===== src/rtl/npu_conv_pkg.sv =====
// -----------------------------------------------------------------------------
// npu_conv_pkg
// Shared constants and helpers for the NPU convolution window datapath.
//   DEF_BIT_DEPTH / DEF_KERNEL : default pixel width and kernel size
//   last_start()               : image column of the last window start in a row
//   col_width()                : width of a column counter for a given row width
// -----------------------------------------------------------------------------
package npu_conv_pkg;

   localparam int DEF_BIT_DEPTH = 8;
   localparam int DEF_KERNEL    = 3;

   // Largest window start column reachable on the stride grid of one row.
   function automatic int last_start(input int img_width, input int kernel,
                                     input int stride);
      return ((img_width - kernel) / stride) * stride;
   endfunction

   // Counter width for 0..img_width-1; never narrower than one bit.
   function automatic int col_width(input int img_width);
      return (img_width > 1) ? $clog2(img_width) : 1;
   endfunction

endpackage : npu_conv_pkg


===== src/rtl/window_shift_row.sv =====
// -----------------------------------------------------------------------------
// window_shift_row
// One row of the KxK window: a KERNEL-deep, BIT_DEPTH-wide shift register.
// On load every element moves one slot toward index 0 (oldest) and the new
// pixel enters at index KERNEL-1 (newest).
//   clk     : rising-edge clock
//   rst_n   : synchronous active-low reset, zeroes the row
//   clear   : synchronous row restart, zeroes the row
//   load    : shift in din this cycle
//   din     : incoming pixel for this row
//   row_out : element c at [c*BIT_DEPTH +: BIT_DEPTH]
// -----------------------------------------------------------------------------
module window_shift_row #(
   parameter int BIT_DEPTH = 8,
   parameter int KERNEL    = 3
) (
   input  logic                        clk,
   input  logic                        rst_n,
   input  logic                        clear,
   input  logic                        load,
   input  logic [BIT_DEPTH-1:0]        din,
   output logic [KERNEL*BIT_DEPTH-1:0] row_out
);

   logic [BIT_DEPTH-1:0] elem [KERNEL];

   // NOTE: the window storage is reset because downstream logic relies on
   // win_out reading all-zero after reset or clear, not just on out_valid.
   always_ff @(posedge clk) begin
      if (!rst_n || clear) begin
         for (int c = 0; c < KERNEL; c++) elem[c] <= '0;
      end else if (load) begin
         // NOTE: non-blocking assignments make every element read its
         // neighbour's pre-edge value, so the loop order does not matter.
         for (int c = 0; c < KERNEL - 1; c++) elem[c] <= elem[c+1];
         elem[KERNEL-1] <= din;
      end
   end

   for (genvar c = 0; c < KERNEL; c++) begin : g_pack
      assign row_out[c*BIT_DEPTH +: BIT_DEPTH] = elem[c];
   end

endmodule : window_shift_row


===== src/rtl/conv_window_kxk.sv =====
// -----------------------------------------------------------------------------
// conv_window_kxk
// KxK sliding-window generator. Each accepted beat is one image column of
// KERNEL vertically adjacent pixels; a window is emitted only when all KERNEL
// columns belong to the same image row and the window start is on the stride
// grid. Output is a registered valid/ready stage with backpressure.
//   clk, rst_n : clock, synchronous active-low reset
//   clear      : synchronous row restart (drops any same-cycle input column)
//   in_valid / in_ready / in_col    : column input handshake
//   out_valid / out_ready / win_out : window output handshake
//   out_col    : image column of window element c=0
//   out_last   : final window of the current row
// Parameter limits: KERNEL >= 1, IMG_WIDTH >= KERNEL, 1 <= STRIDE <= KERNEL.
// -----------------------------------------------------------------------------
module conv_window_kxk
   import npu_conv_pkg::*;
#(
   parameter int BIT_DEPTH = DEF_BIT_DEPTH,
   parameter int KERNEL    = DEF_KERNEL,
   parameter int IMG_WIDTH = 8,
   parameter int STRIDE    = 1
) (
   input  logic                                clk,
   input  logic                                rst_n,
   input  logic                                clear,
   input  logic                                in_valid,
   output logic                                in_ready,
   input  logic [KERNEL*BIT_DEPTH-1:0]         in_col,
   output logic                                out_valid,
   input  logic                                out_ready,
   output logic [KERNEL*KERNEL*BIT_DEPTH-1:0]  win_out,
   output logic [col_width(IMG_WIDTH)-1:0]     out_col,
   output logic                                out_last
);

   localparam int CW  = col_width(IMG_WIDTH);
   // One extra bit so STRIDE (which may equal IMG_WIDTH) and the wrapped
   // start value fit without truncation.
   localparam int CWE = CW + 1;

   localparam logic [CWE-1:0] K_M1     = CWE'(KERNEL - 1);
   localparam logic [CWE-1:0] STRIDE_E = CWE'(STRIDE);
   localparam logic [CWE-1:0] LAST_E   = CWE'(last_start(IMG_WIDTH, KERNEL, STRIDE));
   localparam logic [CW-1:0]  COL_MAX  = CW'(IMG_WIDTH - 1);

   logic [CW-1:0]  col_cnt;
   logic           accept;
   logic           load;
   logic [CWE-1:0] start;
   logic           full_window;
   logic           on_stride;

   // A held window blocks new columns unless it is being consumed this cycle,
   // which lets a consume and the next load share one edge.
   assign in_ready = !out_valid || out_ready;
   assign accept   = in_valid && in_ready;
   assign load     = accept && !clear;

   // Window start column for the column being accepted (pre-increment count).
   assign start       = {1'b0, col_cnt} - K_M1;
   assign full_window = ({1'b0, col_cnt} >= K_M1);
   assign on_stride   = ((start % STRIDE_E) == '0);

   always_ff @(posedge clk) begin
      if (!rst_n || clear) begin
         col_cnt   <= '0;
         out_valid <= 1'b0;
         out_last  <= 1'b0;
         out_col   <= '0;
      end else if (accept) begin
         col_cnt   <= (col_cnt == COL_MAX) ? '0 : col_cnt + 1'b1;
         out_valid <= full_window && on_stride;
         out_col   <= start[CW-1:0];
         out_last  <= (start == LAST_E);
      end else if (out_valid && out_ready) begin
         out_valid <= 1'b0;
         out_last  <= 1'b0;
      end
   end

   // Row r of the window is fed by pixel r of the incoming column.
   for (genvar r = 0; r < KERNEL; r++) begin : g_row
      window_shift_row #(
         .BIT_DEPTH (BIT_DEPTH),
         .KERNEL    (KERNEL)
      ) u_row (
         .clk     (clk),
         .rst_n   (rst_n),
         .clear   (clear),
         .load    (load),
         .din     (in_col[r*BIT_DEPTH +: BIT_DEPTH]),
         .row_out (win_out[r*KERNEL*BIT_DEPTH +: KERNEL*BIT_DEPTH])
      );
   end

endmodule : conv_window_kxk


===== config.mk =====
export PLATFORM = sky130hd
export DESIGN_NAME = conv_window_kxk
export DESIGN_NICKNAME = d
export VERILOG_FILES = /design/src/rtl/npu_conv_pkg.sv /design/src/rtl/window_shift_row.sv /design/src/rtl/conv_window_kxk.sv
export SDC_FILE = /design/constraint.sdc
export NUM_CORES = 1
export LEC_CHECK = 0
export CAP_MARGIN = 0
export CORE_UTILIZATION = 50
export CTS_BUF_LIST = sky130_fd_sc_hd__clkbuf_2 sky130_fd_sc_hd__clkbuf_4 sky130_fd_sc_hd__clkbuf_8
export CTS_CLUSTER_DIAMETER = 100
export CTS_CLUSTER_SIZE = 12
export DETAILED_ROUTE_END_ITERATION = 8
export PLACE_DENSITY_LB_ADDON = 0.05
export SKIP_LAST_GASP = 1
export SLEW_MARGIN = 20
export SYNTH_ARGS = -nofsm -noshare
export SYNTH_HDL_FRONTEND = slang
export SYNTH_SLANG_ARGS = --single-unit

===== constraint.sdc =====
create_clock -name clk -period 4.5 [get_ports clk]
set_input_delay 0.9 -clock clk [delete_from_list [all_inputs] [get_ports clk]]
set_output_delay 0.9 -clock clk [all_outputs]
set_load 0.03 [all_outputs]

==> results.cfg, run 1 <==
[finish]
mostFrequentLayoutCell = clkdlybuf4s50_1
final_cell_mix = 106 x clkdlybuf4s50_1, 72 x and2_1, 72 x edfxtp_1
nets = 339
diodes = 0
drive_gt1_frac = 0.0581
areaGrowthSynthToFinish_pct = 42.8
final_cells = 385

[synth]
syn_nets = 229
ys.warnings.count = 0
yosysSeqAreaShare = 0.760
avgSynthCellArea_um2 = 15.6
synthCells = 196
synth.cell_area_um2 = 3050
netlist-cell-type-count = 23
synth-seq-cells = 80

[timing]
finalClockSkew_ps = 9.14
max_clock_freq_ghz = 0.300
max_slew_margin = 0.365
setup_viol_count_final = 0
setup_ws_ps = 1160
setup-tns-final_ps = 0
min_period_ps = 3340
finalHoldViolations = 0
slew_viol_final = 0
worst_slew_pin_slew_ps = 953
fin_crit_sh = 0.742
rsz0062_at_grt = false

[setup_path]
crit_type = in2out
r2r_start = out_valid
cpPeakStageDelay_ps = 650
crit_path_end_kind = output port
worstReg2RegEnd = g_row[1].u_row.elem[0][14]
slowest_stage = clkdlybuf4s50_1
crit_path_start_kind = primary input
crit_chain = clkdlybuf4s50_1 > and2b_4 > clkinv_1 > clkdlybuf4s50_1
worstPathRequired_ps = 3600
endpoint = in_ready
reg2regPathDepth = 4
worstPathArrival_ps = 2440
startpoint = out_ready
path_max_fanout = 8
ff2ff_setup_slack_ps = 2510
crit_top_cell = clkdlybuf4s50_1

[floorplanning]
core_area_um2 = 5920
dieArea_um2 = 6420
boundaryPins = 107
row_count = 28
start_util = 0.516
dieWidth_um = 80.2
die_h_um = 80.2

[placed_design]
port_buffers = 106
dp_slack_ps = 1160
dpl.cell_count = 370
dp_hpwl_um = 3600
routabilityCongestion = 0.910

[drt]
vias = 1844
ant_nets = 0
drc = 0
drt_iter0_drc = 135
via_per_inst = 4.79
drt_wl_total_um = 5530
wl_per_cell_um = 14.4
drt-pass1-iter-count = 4

[clocking]
cts_root_buf = clkbuf_8
ctsHtreeMaxLevel = 3
cts_buffers = 9
cts_buffer_depth = 2
cts_num_sinks = 80
path_clk_slew_ps = 80
post_cts.repair.setup_buffers = 0
cts_resized = 0
insertion_delay_ps = 330
hold_buffers = 0
tritoncts = built

[min_path]
min_path_type = reg2reg

[grt]
grt_max_degree = 73
grt_usage = 0.176
grt_pass1_vias = 1703
grt_pass1_wl_um = 8240
overflow = 0
antenna_found_initial = 0

[status]
outcome = finished, final reports clean

[power]
peakVddDrop_mv = 0.243
p_leak_uw = 0.00168
power_density_nw_per_um2 = 352

[job]
drv_cap = 0
logic make-up after synthesis:
kind of cell	share of synthesized area
AND/OR/NAND/NOR	0.177
adder cells (fa/ha/maj)	0.0164
flip-flops	0.760
buffers and inverters	0.0201
AO/OA/AOI/OAI	0.0266
worst max-delay path: cells and delay by family:
family | cells | cell delay, ps
buffers and inverters | 3 | 1240
and+or+nand+nor | 1 | 300
flip-flops by register name, indices dropped and copies added (netlist names):
| signal | flops |
|---|---|
| col_cnt | 3 |
| g_row.u_row.elem | 72 |
| out_col | 3 |
| out_last | 1 |
| out_valid | 1 |
worst min path at each step:
| stage | startpoint | to | slack (ps) | depth (start not counted) |
|---|---|---|---|---|
| finish | out_last | out_last | 480 | 2 |
| global placement | out_last | out_last | 460 | 2 |
| CTS | out_last | out_last | 480 | 2 |
| floorplan | col_cnt[0] | col_cnt[0] | 470 | 2 |
| detailed placement | out_last | out_last | 470 | 2 |
| global route | out_last | out_last | 500 | 2 |
metal layers:
metal | part of all wire | global-route usage | vias to the layer above
met5 | 0 | 0 | -
met2 | 0.51 | 0.280 | 65
li1 | - | - | 905
met3 | 0.062 | 0.0591 | 8
met4 | 0.015 | 0.0911 | 0
met1 | 0.41 | 0.211 | 866
cells in the mapped netlist:
master,count,share of area
nand4_1,3,0.0061
nor2_1,3,0.0037
nand2b_2,1,0.0029
o41ai_1,1,0.0029
dfxtp_1,8,0.052
ha_1,4,0.016
o211ai_1,2,0.0049
inv_2,1,0.0012
o21ai_0,3,0.0049
a21oi_1,4,0.0066
o31ai_1,1,0.0025
and2b_4,1,0.0033
nor3_4,1,0.0053
nand2_1,3,0.0037
edfxtp_1,72,0.71
nor2b_1,1,0.0020
nand2b_1,1,0.0020
clkbuf_2,7,0.011
a211oi_1,2,0.0049
buf_4,1,0.0025
and2_1,72,0.15
inv_1,3,0.0037
clkinv_1,1,0.0012
metrics by stage:
step | total power, µW | cell area, µm² | hold slack, ps | util
after floorplan | 967 | 3050 | 470 | -
after global placement | 1060 | 4180 | 460 | 0.706
after detailed placement | 1060 | 4180 | 469 | 0.706
after CTS | 1550 | 4360 | 478 | 0.737
after global routing | 1590 | 4360 | 499 | 0.737
final | 1540 | 4360 | 476 | 0.737
cell type report:
cell class / count / area [µm²]
Timing Repair Buffer: 107 / 1070
Inverter: 5 / 18.8
Clock inverter: 5 / 48.8
Fill cell: 400 / 1560
Sequential cell: 80 / 2320
Tap cell: 75 / 93.8
Multi-Input combinational cell: 103 / 678
Clock buffer: 10 / 131
where the power goes:
part / internal, µW / total [µW] / switching, µW / leakage (µW)
Sequential: 841 / 854 / 13.4 / 0.000902
Clock: 254 / 491 / 237 / 0.0000883
Combinational: 82.9 / 190 / 107 / 0.000693
No activity file was read; power rests on OpenSTA's default activity.
==> run 2, diff against run 1 <==
CORE_UTILIZATION = 42   (was 50)
clock period = 2.8 ns   (was 4.5 ns; I/O delays follow)
==> run 2 against run 1 <==
Net effect: flip-flop and latch count unchanged; total power is 54% higher; cell count rose by 6.5%; combinational power up 65%; critical path depth unchanged; sequential share of layout area shrank 0.86 points; utilization down 9.5 points; worst setup slack got worse by 860 ps; clock skew down 1.8 ps; critical endpoint unchanged; largest power group unchanged; highest routed layer unchanged.
==> results.cfg, run 2 (synthesis gave the netlist of run 1 again) <==
[status]
outcome = finished, final reports clean

[setup_path]
crit_path_end_kind = output port
worstReg2RegEnd = g_row[1].u_row.elem[0][19]
cpPeakStageDelay_ps = 660
crit_buf_inv = 3
crit_type = in2out
critPathTopFamily = buffers and inverters
ff2ff_setup_slack_ps = 1140
reg2regPathDepth = 6
crit_top_cell = clkdlybuf4s50_1
slowest_stage = clkdlybuf4s50_1
worstPathArrival_ps = 1940
r2r_start = out_valid
path_max_fanout = 6
crit_path_start_kind = primary input
worstPathRequired_ps = 2240
crit_chain = clkdlybuf4s50_1 > and2b_4 > clkinv_1 > clkdlybuf4s50_1

[finish]
drive_gt1_frac = 0.0764
final_core_util = 0.642
fillers = 553
nets = 344
largest_reg_flops = 72
largest_register = g_row.u_row.elem
diodes = 0
reg.largest.list = g_row.u_row.elem x72, col_cnt x3, out_col x3
seq_area_um2 = 2320
areaGrowthSynthToFinish_pct = 45.1
final_cell_mix = 106 x clkdlybuf4s50_1, 72 x and2_1, 72 x edfxtp_1
mostFrequentLayoutCell = clkdlybuf4s50_1
multi_input_area_um2 = 678

[grt]
grt_max_degree = 73
grt_usage = 0.152
grt_pass1_vias = 1803
grt_pass1_wl_um = 8440
overflow = 0
antenna_found_initial = 0

[placed_design]
routabilityCongestion = 0.810
dp_hpwl_um = 3710
dp_slack_ps = 295
port_buffers = 106

[floorplanning]
dieWidth_um = 87.3
row_count = 30
start_util = 0.442
boundaryPins = 107
dieArea_um2 = 7620
die_h_um = 87.3
core_area_um2 = 6910

[min_path]
whs_path_depth = 2
hp-start = out_last
worstHoldEndpoint = out_last
min_path_type = reg2reg

[timing]
setup_viol_count_final = 0
worst_slew_pin_slew_ps = 499
setup-tns-final_ps = 0
finalHoldViolations = 0
fin_crit_sh = 0.894
fin_hold_ws_ps = 484
slew_viol_final = 0
finalClockSkew_ps = 7.32
min_period_ps = 2500
max_slew_margin = 0.666
rsz0062_at_grt = false
setup_ws_ps = 298
max_clock_freq_ghz = 0.400

[drt]
drt_iter0_drc = 91
drt-pass1-iter-count = 4
ant_nets = 0
met2_length_um = 2600
top_layer_used = met4
vias = 1856
drt_wl_total_um = 5410
via_per_inst = 4.53
drc = 0
wl_met1_um = 2310
wl_per_cell_um = 13.2
wl_met3_um = 332

[clocking]
cts_buffers = 9
insertion_delay_ps = 340
cts_root_buf = clkbuf_8
cts_buffer_depth = 2
cts_resized = 0
path_clk_slew_ps = 80
tritoncts = built
ctsHtreeMaxLevel = 3
post_cts.repair.setup_buffers = 0
hold_buffers = 0
cts_num_sinks = 80

[power]
peakVddDrop_mv = 0.343
power_density_nw_per_um2 = 535
p_leak_uw = 0.00171

[job]
drv_cap = 0
-- run 2: cell types whose count changed in the layout (fill, tap and decap cells not counted) --
cell       delta
clkinv_2      +3
bufinv_16     -1
buf_4         +2
buf_12        +3
clkinv_1      -2
clkbuf_4      -1
-- run 2: layout make-up --
cell class                      instances  share of cell area
Clock buffer                            9              0.0279
Clock inverter                          5             0.00593
Inverter                                5             0.00423
Multi-Input combinational cell        103               0.153
Sequential cell                        80               0.524
Tap cell                               96              0.0271
Timing Repair Buffer                  112               0.258
-- run 2: how the worst max path moves through the flow --
stage	from	endpoint	slack, ps	cells after the start
floorplan	out_ready	g_row[0].u_row.elem[0][0]	200	4
global placement	out_ready	in_ready	300	4
detailed placement	out_ready	in_ready	300	4
global route	out_ready	in_ready	270	4
CTS	out_ready	in_ready	290	4
finish	out_ready	in_ready	300	4
-- run 2: metrics by stage --
stage / total power (µW) / instance area (µm²) / instances
final: 2370 / 4430 / 410
after global routing: 2460 / 4430 / 410
after CTS: 2390 / 4430 / 410
after detailed placement: 1720 / 4280 / 396
after global placement: 1710 / 4280 / 396
after floorplan: 1550 / 3060 / 196
-- run 2: power by group --
| group | switching, µW | internal [µW] | total [µW] |
|---|---|---|---|
| clock | 382 | 304 | 686 |
| combinational | 173 | 140 | 313 |
| sequential | 21.9 | 1350 | 1370 |
| total | 577 | 1790 | 2370 |
-- run 2: per-layer routing --
metal / up-vias / global-route usage
met5: - / 0
met3: 14 / 0.0540
met1: 857 / 0.177
met4: 0 / 0.0909
li1: 911 / -
met2: 74 / 0.241
-- run 2: tightest hold or removal path: cells and delay by family, from the launching register on --
kind               cells  cell delay (ps)
AOI/OAI and AO/OA      2              130
DFF                    1              320
